File: src/rtl/mem_port_arbiter.sv
// mem_port_arbiter
//   Shares the single RAM port between the instruction-refill (I) side and the
//   load/store (D) side of the 4-hart core. One transaction is in flight at a
//   time: IDLE arbitrates, WAIT holds the RAM strobes until RamReady or the
//   watchdog expires, and the following cycle (an IDLE cycle) carries the
//   tagged completion.
// Ports
//   clk, nReset                      clock, asynchronous active-low reset
//   IReq/IAddr/IHart/IFlush          I-side read request and squash
//   IGrant/IDone/IErr/IData/IDoneHart I-side accept pulse and completion
//   DReq/DWe/DAddr/DWData/DByteEn/DHart  D-side read/write request
//   DGrant/DDone/DErr/DRData/DDoneHart   D-side accept pulse and completion
//   RamRead/RamWrite/RamAddr/RamWData/RamByteEn  RAM strobes, held in WAIT
//   RamReady/RamRData                RAM completion and read data
module mem_port_arbiter #(
    parameter int unsigned TIMEOUT_CYCLES = 255,
    parameter int unsigned TIMEOUT_W      = 8,
    parameter bit          D_PRIORITY     = 1'b0
) (
    input  logic        clk,
    input  logic        nReset,
    input  logic        IReq,
    input  logic [31:0] IAddr,
    input  logic [1:0]  IHart,
    input  logic        IFlush,
    output logic        IGrant,
    output logic        IDone,
    output logic        IErr,
    output logic [31:0] IData,
    output logic [1:0]  IDoneHart,
    input  logic        DReq,
    input  logic        DWe,
    input  logic [31:0] DAddr,
    input  logic [31:0] DWData,
    input  logic [3:0]  DByteEn,
    input  logic [1:0]  DHart,
    output logic        DGrant,
    output logic        DDone,
    output logic        DErr,
    output logic [31:0] DRData,
    output logic [1:0]  DDoneHart,
    output logic        RamRead,
    output logic        RamWrite,
    output logic [31:0] RamAddr,
    output logic [31:0] RamWData,
    output logic [3:0]  RamByteEn,
    input  logic        RamReady,
    input  logic [31:0] RamRData
);
    typedef enum logic {IDLE, WAIT} state_t;
    typedef enum logic {SIDE_I, SIDE_D} side_t;

    // Watchdog value of the last WAIT cycle that may still see RamReady.
    localparam logic [TIMEOUT_W-1:0] CNT_LAST = TIMEOUT_W'(TIMEOUT_CYCLES - 1);

    state_t               state, stateNext;
    side_t                owner, ownerNext;
    side_t                lastGrant, lastGrantNext;
    logic                 squash, squashNext;
    logic [TIMEOUT_W-1:0] cnt, cntNext;
    logic [1:0]           hart, hartNext;

    logic        iGrantNext, iDoneNext, iErrNext;
    logic [31:0] iDataNext;
    logic [1:0]  iDoneHartNext;
    logic        dGrantNext, dDoneNext, dErrNext;
    logic [31:0] dRDataNext;
    logic [1:0]  dDoneHartNext;
    logic        ramReadNext, ramWriteNext;
    logic [31:0] ramAddrNext, ramWDataNext;
    logic [3:0]  ramByteEnNext;

    logic iCand, pickD, flushed, timedOut;

    assign iCand    = IReq & ~IFlush;
    assign pickD    = DReq & (~iCand | D_PRIORITY | (lastGrant == SIDE_I));
    // A flush seen in the completing cycle itself must still suppress IDone.
    assign flushed  = squash | ((owner == SIDE_I) & IFlush);
    assign timedOut = ~RamReady & (cnt == CNT_LAST);

    always_comb begin
        stateNext     = state;
        ownerNext     = owner;
        lastGrantNext = lastGrant;
        squashNext    = squash;
        cntNext       = cnt;
        hartNext      = hart;
        iGrantNext    = 1'b0;
        iDoneNext     = 1'b0;
        iErrNext      = 1'b0;
        iDataNext     = '0;
        iDoneHartNext = '0;
        dGrantNext    = 1'b0;
        dDoneNext     = 1'b0;
        dErrNext      = 1'b0;
        dRDataNext    = '0;
        dDoneHartNext = '0;
        ramReadNext   = RamRead;
        ramWriteNext  = RamWrite;
        ramAddrNext   = RamAddr;
        ramWDataNext  = RamWData;
        ramByteEnNext = RamByteEn;

        unique case (state)
            IDLE: begin
                if (iCand | DReq) begin
                    stateNext  = WAIT;
                    cntNext    = '0;
                    squashNext = 1'b0;
                    if (pickD) begin
                        ownerNext     = SIDE_D;
                        lastGrantNext = SIDE_D;
                        dGrantNext    = 1'b1;
                        ramReadNext   = ~DWe;
                        ramWriteNext  = DWe;
                        ramAddrNext   = DAddr;
                        ramWDataNext  = DWData;
                        ramByteEnNext = DByteEn;
                        hartNext      = DHart;
                    end else begin
                        ownerNext     = SIDE_I;
                        lastGrantNext = SIDE_I;
                        iGrantNext    = 1'b1;
                        ramReadNext   = 1'b1;
                        ramWriteNext  = 1'b0;
                        ramAddrNext   = IAddr;
                        ramWDataNext  = '0;
                        ramByteEnNext = 4'b1111;
                        hartNext      = IHart;
                    end
                end
            end
            WAIT: begin
                squashNext = flushed;
                if (RamReady | timedOut) begin
                    stateNext     = IDLE;
                    cntNext       = '0;
                    squashNext    = 1'b0;
                    ramReadNext   = 1'b0;
                    ramWriteNext  = 1'b0;
                    ramAddrNext   = '0;
                    ramWDataNext  = '0;
                    ramByteEnNext = '0;
                    if (owner == SIDE_D) begin
                        dDoneNext     = 1'b1;
                        dErrNext      = timedOut;
                        dRDataNext    = (RamWrite | timedOut) ? '0 : RamRData;
                        dDoneHartNext = hart;
                    end else if (!flushed) begin
                        iDoneNext     = 1'b1;
                        iErrNext      = timedOut;
                        iDataNext     = timedOut ? '0 : RamRData;
                        iDoneHartNext = hart;
                    end
                end else begin
                    cntNext = cnt + TIMEOUT_W'(1);
                end
            end
            default: stateNext = IDLE;
        endcase
    end

    always_ff @(posedge clk or negedge nReset) begin
        if (!nReset) begin
            state     <= IDLE;
            owner     <= SIDE_I;
            lastGrant <= SIDE_D;
            squash    <= 1'b0;
            cnt       <= '0;
            hart      <= '0;
            IGrant    <= 1'b0;
            IDone     <= 1'b0;
            IErr      <= 1'b0;
            IData     <= '0;
            IDoneHart <= '0;
            DGrant    <= 1'b0;
            DDone     <= 1'b0;
            DErr      <= 1'b0;
            DRData    <= '0;
            DDoneHart <= '0;
            RamRead   <= 1'b0;
            RamWrite  <= 1'b0;
            RamAddr   <= '0;
            RamWData  <= '0;
            RamByteEn <= '0;
        end else begin
            state     <= stateNext;
            owner     <= ownerNext;
            lastGrant <= lastGrantNext;
            squash    <= squashNext;
            cnt       <= cntNext;
            hart      <= hartNext;
            IGrant    <= iGrantNext;
            IDone     <= iDoneNext;
            IErr      <= iErrNext;
            IData     <= iDataNext;
            IDoneHart <= iDoneHartNext;
            DGrant    <= dGrantNext;
            DDone     <= dDoneNext;
            DErr      <= dErrNext;
            DRData    <= dRDataNext;
            DDoneHart <= dDoneHartNext;
            RamRead   <= ramReadNext;
            RamWrite  <= ramWriteNext;
            RamAddr   <= ramAddrNext;
            RamWData  <= ramWDataNext;
            RamByteEn <= ramByteEnNext;
        end
    end
endmodule

File: config.mk
export PLATFORM = sky130hd
export DESIGN_NAME = mem_port_arbiter
export DESIGN_NICKNAME = d
export VERILOG_FILES = /design/src/rtl/mem_port_arbiter.sv
export SDC_FILE = /design/constraint.sdc
export NUM_CORES = 1
export LEC_CHECK = 0
export BUFFER_PORTS_ARGS = -buffer_cell sky130_fd_sc_hd__buf_4
export CAP_MARGIN = 10
export CORE_MARGIN = 5
export CORE_UTILIZATION = 45
export CTS_CLUSTER_DIAMETER = 150
export CTS_CLUSTER_SIZE = 10
export DETAILED_ROUTE_END_ITERATION = 8
export GPL_TIMING_DRIVEN = 0
export PLACE_DENSITY = 0.87
export SLEW_MARGIN = 10
export SYNTH_ARGS = -nofsm -noshare
export SYNTH_HDL_FRONTEND = slang
export SYNTH_SLANG_ARGS = --single-unit
File: constraint.sdc
create_clock -name clk -period 1.95 [get_ports clk]
set_input_delay 0.39 -clock clk [delete_from_list [all_inputs] [get_ports clk]]
set_output_delay 0.39 -clock clk [all_outputs]
set_load 0.05 [all_outputs]
==> Word-level counts from Yosys, hierarchy flattened <==
Cells that the tools add are included.
{ "op_classes": {"addsub": 1, "multipliers": 0, "div_mod_pow": 0, "n_lt_le_gt_ge": 0, "n_eq_ne": 3, "shifts": 0, "muxes": 64, "bitwise": 16, "n_reduce_logical": 2} }
{ "ops": {"columns": ["op", "count"], "rows": [
  ["$mux 32", 14],
  ["$pmux 32 s2", 2],
  ["$mux 1", 29],
  ["$mux 2", 8],
  ["$mux 8", 2],
  ["$pmux 8 s2", 1],
  ["$mux 4", 3],
  ["$add 8x1->8 const B", 1],
  ["$eq 8x8->1 const B", 1],
  ["$pmux 1 s2", 4],
  ["$pmux 4 s2", 1],
  ["$not 1->1", 7],
  ["$or 1x1->1", 5],
  ["$and 1x1->1", 4],
  ["$reduce_and 2->1", 2],
  ["$ne 2x1->1 const B", 1],
  ["$ne 2x2->1 const B", 1]
]} }
{ "word_totals": {"register_bits": 158, "latch_bits": 0, "ram_bits": 0, "romBits": 0, "output_inout_bits": 144, "word_cells": 107, "n_memories": 0} }

==> Depth between registers and ports, before layout <==
Gate-level depths: netlist of the first run.
{ "depth": {"word_depth": 8, "ltp_mapped": 7} }

==> Least setup slack after synthesis of the first run <==
Ideal clock, no wire load.
{ "synth_timing": {"path_kind": "register to register", "from": "reg cnt[0]", "to": "reg cnt[7]", "t_arrival_ns": 1.618, "t_required_ns": 1.881, "setup_slack_ns": 0.263, "path_stages_with_launch": 7, "synth_period_minus_slack_ns": 1.687, "path_cell_list": "dfrtp_1 -> inv_1 -> ha_1 -> and3_1 -> a21bo_2 -> or4_1 -> nand3_1"} }
{ "synth_between": {"elab_chain_len": 5, "elab_cells_between_ends": 6, "cone_classes": "add/sub: 1; eq/ne: 1; mux: 2; bitwise: 2"} }
{ "synth_rtl": {"columns": ["element", "line_no", "text"], "rows": [
  ["start: declaration", "60", "logic [TIMEOUT_W-1:0] cnt, cntNext;"],
  ["start signal: assignment", "191", "cnt <= cntNext;"],
  ["branches (longest 3 deep; another with $add 8x1->8)", null, null],
  ["$mux 8 (*)", "135", "if (RamReady | timedOut) begin"],
  ["$pmux 8 s2 (*)", "104", "unique case (state)"]
]} }
Every way passes the cells marked *.
A chain may end at the register's enable or synchronous reset.

==> Worst setup path after layout of the first run <==
{ "layout_timing": {"from": "reg lastGrant", "to": "reg RamWData[15]"} }
{ "layout_between": {"elab_chain_len": 6} }
{ "layout_rtl": {"columns": ["element", "line_no", "text"], "rows": [
  ["start: declaration", "58", "side_t lastGrant, lastGrantNext;"],
  ["start signal: assignment", "189", "lastGrant <= lastGrantNext;"],
  ["$not 1->1", "76", "assign pickD = DReq & (~iCand | D_PRIORITY | (lastGrant == SIDE_I));"],
  ["$or 1x1->1", "76", null],
  ["$and 1x1->1", "76", null],
  ["$mux 32", "110", "if (pickD) begin"],
  ["$mux 32", "106", "if (iCand | DReq) begin"],
  ["$pmux 32 s2", "104", null],
  ["end signal: assignment", "206", "RamWData <= ramWDataNext;"],
  ["end: declaration", "45", "output logic [31:0] RamWData,"]
]} }
No other way between the ends. The select of a mux whose other input is x is not followed.

==> results of run 1 <==
-- synthesized netlist by cell type (3+ instances only) --
| cell type | instances |
|---|---|
| dfrtp_1 | 157 |
| and2_1 | 70 |
| o2bb2ai_1 | 36 |
| a22o_1 | 33 |
| mux2i_1 | 33 |
| clkbuf_1 | 14 |
| nand2_1 | 14 |
| buf_2 | 11 |
| nor2_1 | 9 |
| a21o_1 | 5 |
| a31oi_1 | 5 |
| nand3_1 | 5 |
| nor3_1 | 5 |
| a21oi_1 | 4 |
| o21ai_0 | 4 |
| inv_1 | 3 |
-- what timing repair did --
item	in CTS	in global routing
buffers inserted	0	0
hold buffers	1	0
setup endpoints to repair	70	73
resized for setup	1	9
endpoints found under the hold margin	58	0
-- layout make-up --
| type | instances | area [um2] | area share |
|---|---|---|---|
| repair buffers | 288 | 2190 | 0.246 |
| flip-flops and latches | 158 | 3960 | 0.445 |
| well taps | 172 | 215 | 0.0242 |
| clock buffers | 20 | 457 | 0.0513 |
| multi-input cells | 242 | 1790 | 0.201 |
| plain buffers | 26 | 134 | 0.0151 |
| inverters | 3 | 11.3 | 0.00127 |
| clock inverters | 10 | 140 | 0.0158 |
-- power by group --
part / switching, W / total (W) / internal [W]
Clock: 0.00126 / 0.00333 / 0.00207
Sequential: 0.000243 / 0.00394 / 0.00369
Combinational: 0.00209 / 0.00310 / 0.00101
-- metal layers --
layer	GRT usage	part of all wire
met1	0.247	0.35
met2	0.394	0.51
met3	0.110	0.12
met4	0.0862	0.022
met5	0	0
-- per-stage QoR --
stage          setup TNS (ns)  worst slack [ns]
3_3_place_gp           -26.04            -0.178
4_1_cts                     0            0.0585
2_1_floorplan               0             0.263
6_report                    0             0.112
3_5_place_dp            -1.64           -0.0573
5_1_grt                     0            0.0130
-- flip-flops by register name, indices dropped and copies added (netlist names), 2 cells and up --
name / count
IDoneHart: 2
RamWData: 32
hart: 2
RamByteEn: 4
RamAddr: 32
DRData: 32
IData: 32
cnt: 8
DDoneHart: 2
-- cell families after synthesis --
group / Yosys count / synth area share
adders and majority gates: 2 / 0.00427
and+or+nand+nor: 113 / 0.110
DFF: 158 / 0.675
AOI/OAI and AO/OA: 93 / 0.131
buffers and inverters: 29 / 0.0222
xor gates and xnor gates: 1 / 0.00149
muxes: 33 / 0.0564
-- critical path, delay by kind of cell, from the launching register on --
| kind | cells | cell delay [ns] |
|---|---|---|
| DFF | 1 | 0.37 |
| AOI/OAI and AO/OA | 1 | 0.25 |
| and+or+nand+nor | 3 | 0.69 |
| buffers and inverters | 1 | 0.45 |
-- worst paths after layout --
check	endpoint	slack, ns	cells past startpoint
max	RamWData[15]	0.11	5
min	DErr	0.17	2
max reg2reg	RamWData[15]	0.11	5
min reg2reg	RamAddr[23]	0.49	1
max in group asynchronous	cnt[0]	0.59	3
min in group asynchronous	RamAddr[28]	0.52	2
==> impl_metrics.yaml, run 1 <==
global_routing:
  grt_max_degree: 101
  first_global_vias: 5082
  antenna_found_initial: 0
  grt_usage: 0.230
  grt_pass1_wl_um: 26600
  grt_overflow_total: 0
critical_path:
  cpPeakStageDelay_ns: 0.45
  crit_type: "reg -> reg"
  critPathMaxFanout: 10
  end_kind: "register"
  r2r_start: "lastGrant"
  crit_required_ns: 2.29
  arrival_ns: 2.18
  start_kind: "register"
  cp-startpoint: "lastGrant"
  crit_chain: "nand3b_1, nand2_1, nor2_2, clkbuf_1, a22o_1"
  cp_slowest_cell: "nor2_2"
job:
  drv_cap: 0
sta:
  whs_ns: 0.172
  rsz0062_at_grt: "no"
  worstMarginPinSlew_ns: 0.601
  finalCritPeriodShare: 0.942
  slew_violations: 0
  maxSlewHeadroom: 0.596
  fin_crit_ns: 1.84
  setup_viol: 0
  max_freq_mhz: 544
  fin_skew_ns: 0.00608
  hold_viol: 0
synth:
  syn_avg_cell_area_um2: 13.7
  yosysWarnings: 0
  synth.distinct_cells: 35
  synth_flop_cell: "dfrtp_1"
  ys_top_cells_by_area: "dfrtp_1, and2_1, mux2i_1"
  synth_largest_area_cell: "dfrtp_1"
  syn_area_um2: 5860
  synth-seq-cells: 158
  synth_nets: 574
  yosysSeqAreaShare: 0.675
  synth_edf_count: 0
  synth_cells: 429
  synth-async-reset-ratio: 1.00
  netlist.area_leader.share: 0.670
cts:
  cts_tree: "built"
  clk_pin_slew_ns: 0.06
  clk_latency_ns: 0.41
  clk_path_buf_depth: 2
  cts_sinks: 158
  cts-buffers-inserted: 17
  cts_root_buf: "clkbuf_16"
  h-tree-depth: 4
status:
  status: "finished clean"
final_layout:
  mostFrequentLayoutCells: "buf_4, dfrtp_1, and2_1"
  fin_area_um2: 8890
  final.fill_count: 875
  drive_gt1_frac: 0.448
  fin_nets: 881
  diodes: 0
  final_util: 0.702
  area_growth_pct: 51.8
  instances_no_fill: 919
  layout_commonest_cell: "buf_4"
routing:
  ant_nets: 0
  totalWireLength_um: 17700
  dr.first_iter.drc_count: 192
  via_count: 4661
  dr.pass1.iters: 4
  via_per_inst: 5.07
  drt-wirelength-per-cell_um: 19.2
  drc_errors: 0
floorplan:
  die_width_um: 124
  initial_core_util: 0.463
  fp-row-count: 41
  core_area_um2: 12700
  ios: 287
  dieHeight_um: 124
  die_area_um2: 15400
hold_path:
  hp-start: "RamReady"
  hold_path_class: "in -> reg"
place:
  place_congestion: 0.835
  placed_area_um2: 8260
  place_inst: 888
  place_hpwl_um: 13600
  io_buffers: 286
power_and_ir_drop:
  power.leakage_nw: 4.69
  power.total_w: 0.0104
  ir_worst_vdd_v: 0.000731
  p_per_area_nw_per_um2: 1170
Power figures use the tool's default switching activity.
==> run 2, diff against run 1 <==
Settings changed: PLACE_DENSITY 0.87 to 0.78, RECOVER_POWER set to 50.
==> run 2 against run 1 <==
Sequential share of layout area rose by 1.2 points. First-iteration DRC count rose by 11%. Setup slack improved by 0.020 ns. Critical path depth rose by 1. Final cell count fell by 0.33%. Combinational power fell by 4%. Die area did not move. Total power rose by 1.6%. Register-to-register slack improved by 0.02 ns. Largest power group unchanged.
==> impl_metrics.yaml, run 2 (synthesis results as in run 1) <==
critical_path:
  end_kind: "register"
  cpPeakStageDelay_ns: 0.51
  crit_type: "reg -> reg"
  r2r_cells: 6
  crit_required_ns: 2.30
  cp_slowest_cell: "or4_1"
  arrival_ns: 2.16
  start_kind: "register"
  crit_chain: "inv_1, ha_1, and3_1, a21bo_4, or4_1, nand3_1"
  regToRegSetupSlack_ns: 0.13
  critPathMaxFanout: 8
floorplan:
  die_width_um: 124
  dieHeight_um: 124
  initial_core_util: 0.463
  die_area_um2: 15400
  fp-row-count: 41
  ios: 287
  core_area_um2: 12700
cts:
  cts_sinks: 158
  clk_latency_ns: 0.42
  post_cts_buffers: 0
  cts_tree: "built"
  holdBufCountCts: 0
  clk_path_buf_depth: 2
  h-tree-depth: 4
  cts-buffers-inserted: 17
  clk_pin_slew_ns: 0.06
  cts_root_buf: "clkbuf_16"
hold_path:
  hold_path_class: "in -> reg"
  min_path_cells: 2
routing:
  drc_errors: 0
  dr.pass1.iters: 4
  via_per_inst: 5.07
  ant_nets: 0
  via_count: 4642
  dr.first_iter.drc_count: 213
  drt-wirelength-per-cell_um: 19.2
  totalWireLength_um: 17600
sta:
  fin_crit_ns: 1.82
  rsz0062_at_grt: "no"
  maxSlewHeadroom: 0.149
  slew_violations: 0
  setup_viol: 0
  fin_skew_ns: 0.0110
  whs_ns: 0.165
  hold_viol: 0
  worstMarginPinSlew_ns: 1.28
  setup_slack_ns: 0.132
  max_freq_mhz: 550
  finalCritPeriodShare: 0.932
global_routing:
  grt_overflow_total: 0
  first_global_vias: 5137
  antenna_found_initial: 0
  grt_max_degree: 97
  grt_usage: 0.233
  grt_pass1_wl_um: 27000
place:
  dp_slack_ns: -0.175
  place_hpwl_um: 13400
  place_inst: 888
  place_congestion: 0.806
  io_buffers: 286
job:
  drv_cap: 0
power_and_ir_drop:
  power.leakage_nw: 4.42
  p_per_area_nw_per_um2: 1220
  ir_worst_vdd_v: 0.000781
  power.total_w: 0.0105
final_layout:
  layout_commonest_cell: "buf_4"
  instances_no_fill: 916
  diodes: 0
  area_growth_pct: 47.7
  fin_nets: 880
  mostFrequentLayoutCells: "buf_4, dfrtp_1, clkbuf_1"
  drive_gt1_frac: 0.355
  final_util: 0.683
status:
  status: "finished clean"
==> run 2: cell types whose count changed in the layout (fill, tap and decap cells not counted), moves of 2 or more <==
cell and change:
clkinv_4 -2, clkinvlp_4 -2, bufinv_16 +2, clkbuf_1 +67, buf_4 -65, clkinv_2 -2, clkbuf_8 +2, and2_0 +2
and2_1 -2
==> run 2: stage by stage <==
stage	TNS, ns	area [um2]
after floorplan	0	5860
after global placement	-32.25	8220
after detailed placement	-4.86	8260
after CTS	0	8910
after global routing	0	8660
final	0	8660
==> run 2: final timing paths <==
kind,startpoint,endpoint
max in group asynchronous,nReset,RamAddr[17]
max,cnt[0],cnt[7]
min,RamReady,DErr
max reg2reg,cnt[0],cnt[7]
min in group asynchronous,nReset,DRData[16]
min reg2reg,RamRead,RamRead
==> run 2: layout make-up <==
class,count,area (um2)
clock buffers,22,484
well taps,172,215
flip-flops and latches,158,3960
multi-input cells,242,1790
repair buffers,287,1910
fillers,961,4010
plain buffers,26,134
inverters,3,11.3
clock inverters,6,158
==> run 2: metal layers <==
metal,vias up,part of all wire,global-route usage
li1,2118,-,-
met1,2267,0.35,0.257
met2,232,0.50,0.392
met3,25,0.14,0.121
met4,0,0.019,0.0746
met5,-,0,0
==> run 2: repair_timing <==
item | 4_1_cts | 5_1_grt
endpoints found under the setup margin | 70 | 70
resized for setup | 2 | 10
pin swaps | 0 | 0
==> run 2: power breakdown <==
part           total [W]  internal (W)  switching (W)  leakage (nW)
Sequential       0.00394       0.00369       0.000246          2.12
Clock            0.00360       0.00238        0.00122         0.310
Combinational    0.00299      0.000909        0.00208          1.99
==> run 2: critical path: cells and delay by family (launching register included) <==
family | cells | cell delay, ns
buffers and inverters | 1 | 0.07
AO/OA/AOI/OAI | 1 | 0.27
AND/OR/NAND/NOR | 3 | 0.79
adder cells (fa/ha/maj) | 1 | 0.18
flip-flops | 1 | 0.44
==> run 3, diff against run 2 <==
Settings changed: CAP_MARGIN 10 to 20.
Clock period 1.95 ns to 2.3 ns, I/O delays scaled along.
==> run 3 against run 2 <==
Non-clock buffer count unchanged. Utilization down 0.059 points. Largest cell class unchanged. Sequential cell count unchanged.
==> impl_metrics.yaml, run 3 (synthesis results as in run 1) <==
status:
  status: "finished clean"
critical_path:
  crit_type: "reg -> reg"
  arrival_ns: 2.38
  crit_required_ns: 2.65
  critPathMaxFanout: 10
  end_kind: "register"
  start_kind: "register"
routing:
  drt-wirelength-per-cell_um: 19.3
  totalWireLength_um: 17600
  via_per_inst: 5.07
  via_count: 4644
  dr.first_iter.drc_count: 208
  dr.pass1.iters: 4
  drc_errors: 0
  ant_nets: 0
sta:
  setup_viol: 0
  tns_ns: 0
  slew_violations: 0
  fin_crit_ns: 2.03
  rsz0062_at_grt: "no"
  maxSlewHeadroom: 0.128
  finalCritPeriodShare: 0.885
  max_freq_mhz: 492
  hold_viol: 0
  fin_skew_ns: 0.0104
  worstMarginPinSlew_ns: 1.31
floorplan:
  initial_core_util: 0.463
  ios: 287
  fp-row-count: 41
  core_area_um2: 12700
  dieHeight_um: 124
  die_width_um: 124
  die_area_um2: 15400
cts:
  cts_sinks: 158
  clk_pin_slew_ns: 0.06
  h-tree-depth: 4
  clk_latency_ns: 0.42
  cts_resized: 0
  cts-buffers-inserted: 17
  holdBufCountCts: 0
  post_cts_buffers: 0
  cts_root_buf: "clkbuf_16"
  clk_path_buf_depth: 2
  cts_tree: "built"
final_layout:
  mostFrequentLayoutCells: "buf_4, dfrtp_1, clkbuf_1"
  layout_commonest_cell: "buf_4"
  fin_nets: 880
  drive_gt1_frac: 0.356
  area_growth_pct: 47.6
  diodes: 0
place:
  place_hpwl_um: 13400
  io_buffers: 286
  place_congestion: 0.806
global_routing:
  antenna_found_initial: 0
  first_global_vias: 5136
  grt_pass1_wl_um: 27000
  grt_overflow_total: 0
  grt_usage: 0.233
  grt_max_degree: 97
power_and_ir_drop:
  ir_worst_vdd_v: 0.000663
  power.leakage_nw: 4.43
  p_per_area_nw_per_um2: 1030
  power.total_w: 0.00892
job:
  drv_cap: 0
hold_path:
  hold_path_class: "in -> reg"
-- run 3: cell type report --
cell class / count / area, um2
inverters: 3 / 11.3
multi-input cells: 242 / 1780
clock inverters: 6 / 158
well taps: 172 / 215
flip-flops and latches: 158 / 3960
plain buffers: 26 / 118
fillers: 954 / 4020
repair buffers: 287 / 1930
clock buffers: 22 / 484
-- run 3: metrics by stage --
step	worst slack [ns]	cells	hold slack [ns]	util	instance area (um2)
after global placement	0.0819	887	0.468	0.649	8220
after global routing	0.0948	916	0.222	0.683	8650
after detailed placement	0.105	888	0.475	0.652	8260
after floorplan	0.613	429	0.164	-	5860
final	0.266	916	0.233	0.683	8650
after CTS	0.222	916	0.0752	0.702	8900
-- run 3: per-layer routing --
layer | track usage | vias up | share of wire
met4 | 0.0753 | 0 | 0.019
met1 | 0.254 | 2254 | 0.34
met5 | 0 | - | 0
li1 | - | 2125 | -
met2 | 0.392 | 239 | 0.50
met3 | 0.124 | 26 | 0.14
-- run 3: worst paths after layout --
| path | startpoint | to | slack [ns] | depth (start not counted) |
|---|---|---|---|---|
| setup / recovery | cnt[0] | RamWData[7] | 0.27 | 7 |
| hold / removal | RamReady | DErr | 0.23 | 2 |
| setup reg to reg | cnt[0] | RamWData[7] | 0.27 | 7 |
| hold reg to reg | RamRead | RamRead | 0.49 | 1 |
| max in group asynchronous | nReset | lastGrant | 0.99 | 2 |
| min in group asynchronous | nReset | DRData[16] | 0.34 | 1 |
-- run 3: critical path, cell delays in order (launching register included) --
cell     delay, ns
dfrtp_1       0.44
inv_1         0.07
ha_1          0.18
and3_1        0.18
a21bo_2       0.28
nand2_1       0.29
buf_2         0.32
a22o_1        0.18
-- run 3: report_power, final --
| group | total [W] | internal [W] | switching [W] |
|---|---|---|---|
| registers | 0.00334 | 0.00313 | 0.000207 |
| logic | 0.00253 | 0.000765 | 0.00176 |
| clock network | 0.00305 | 0.00202 | 0.00103 |
| total | 0.00892 | 0.00591 | 0.00300 |
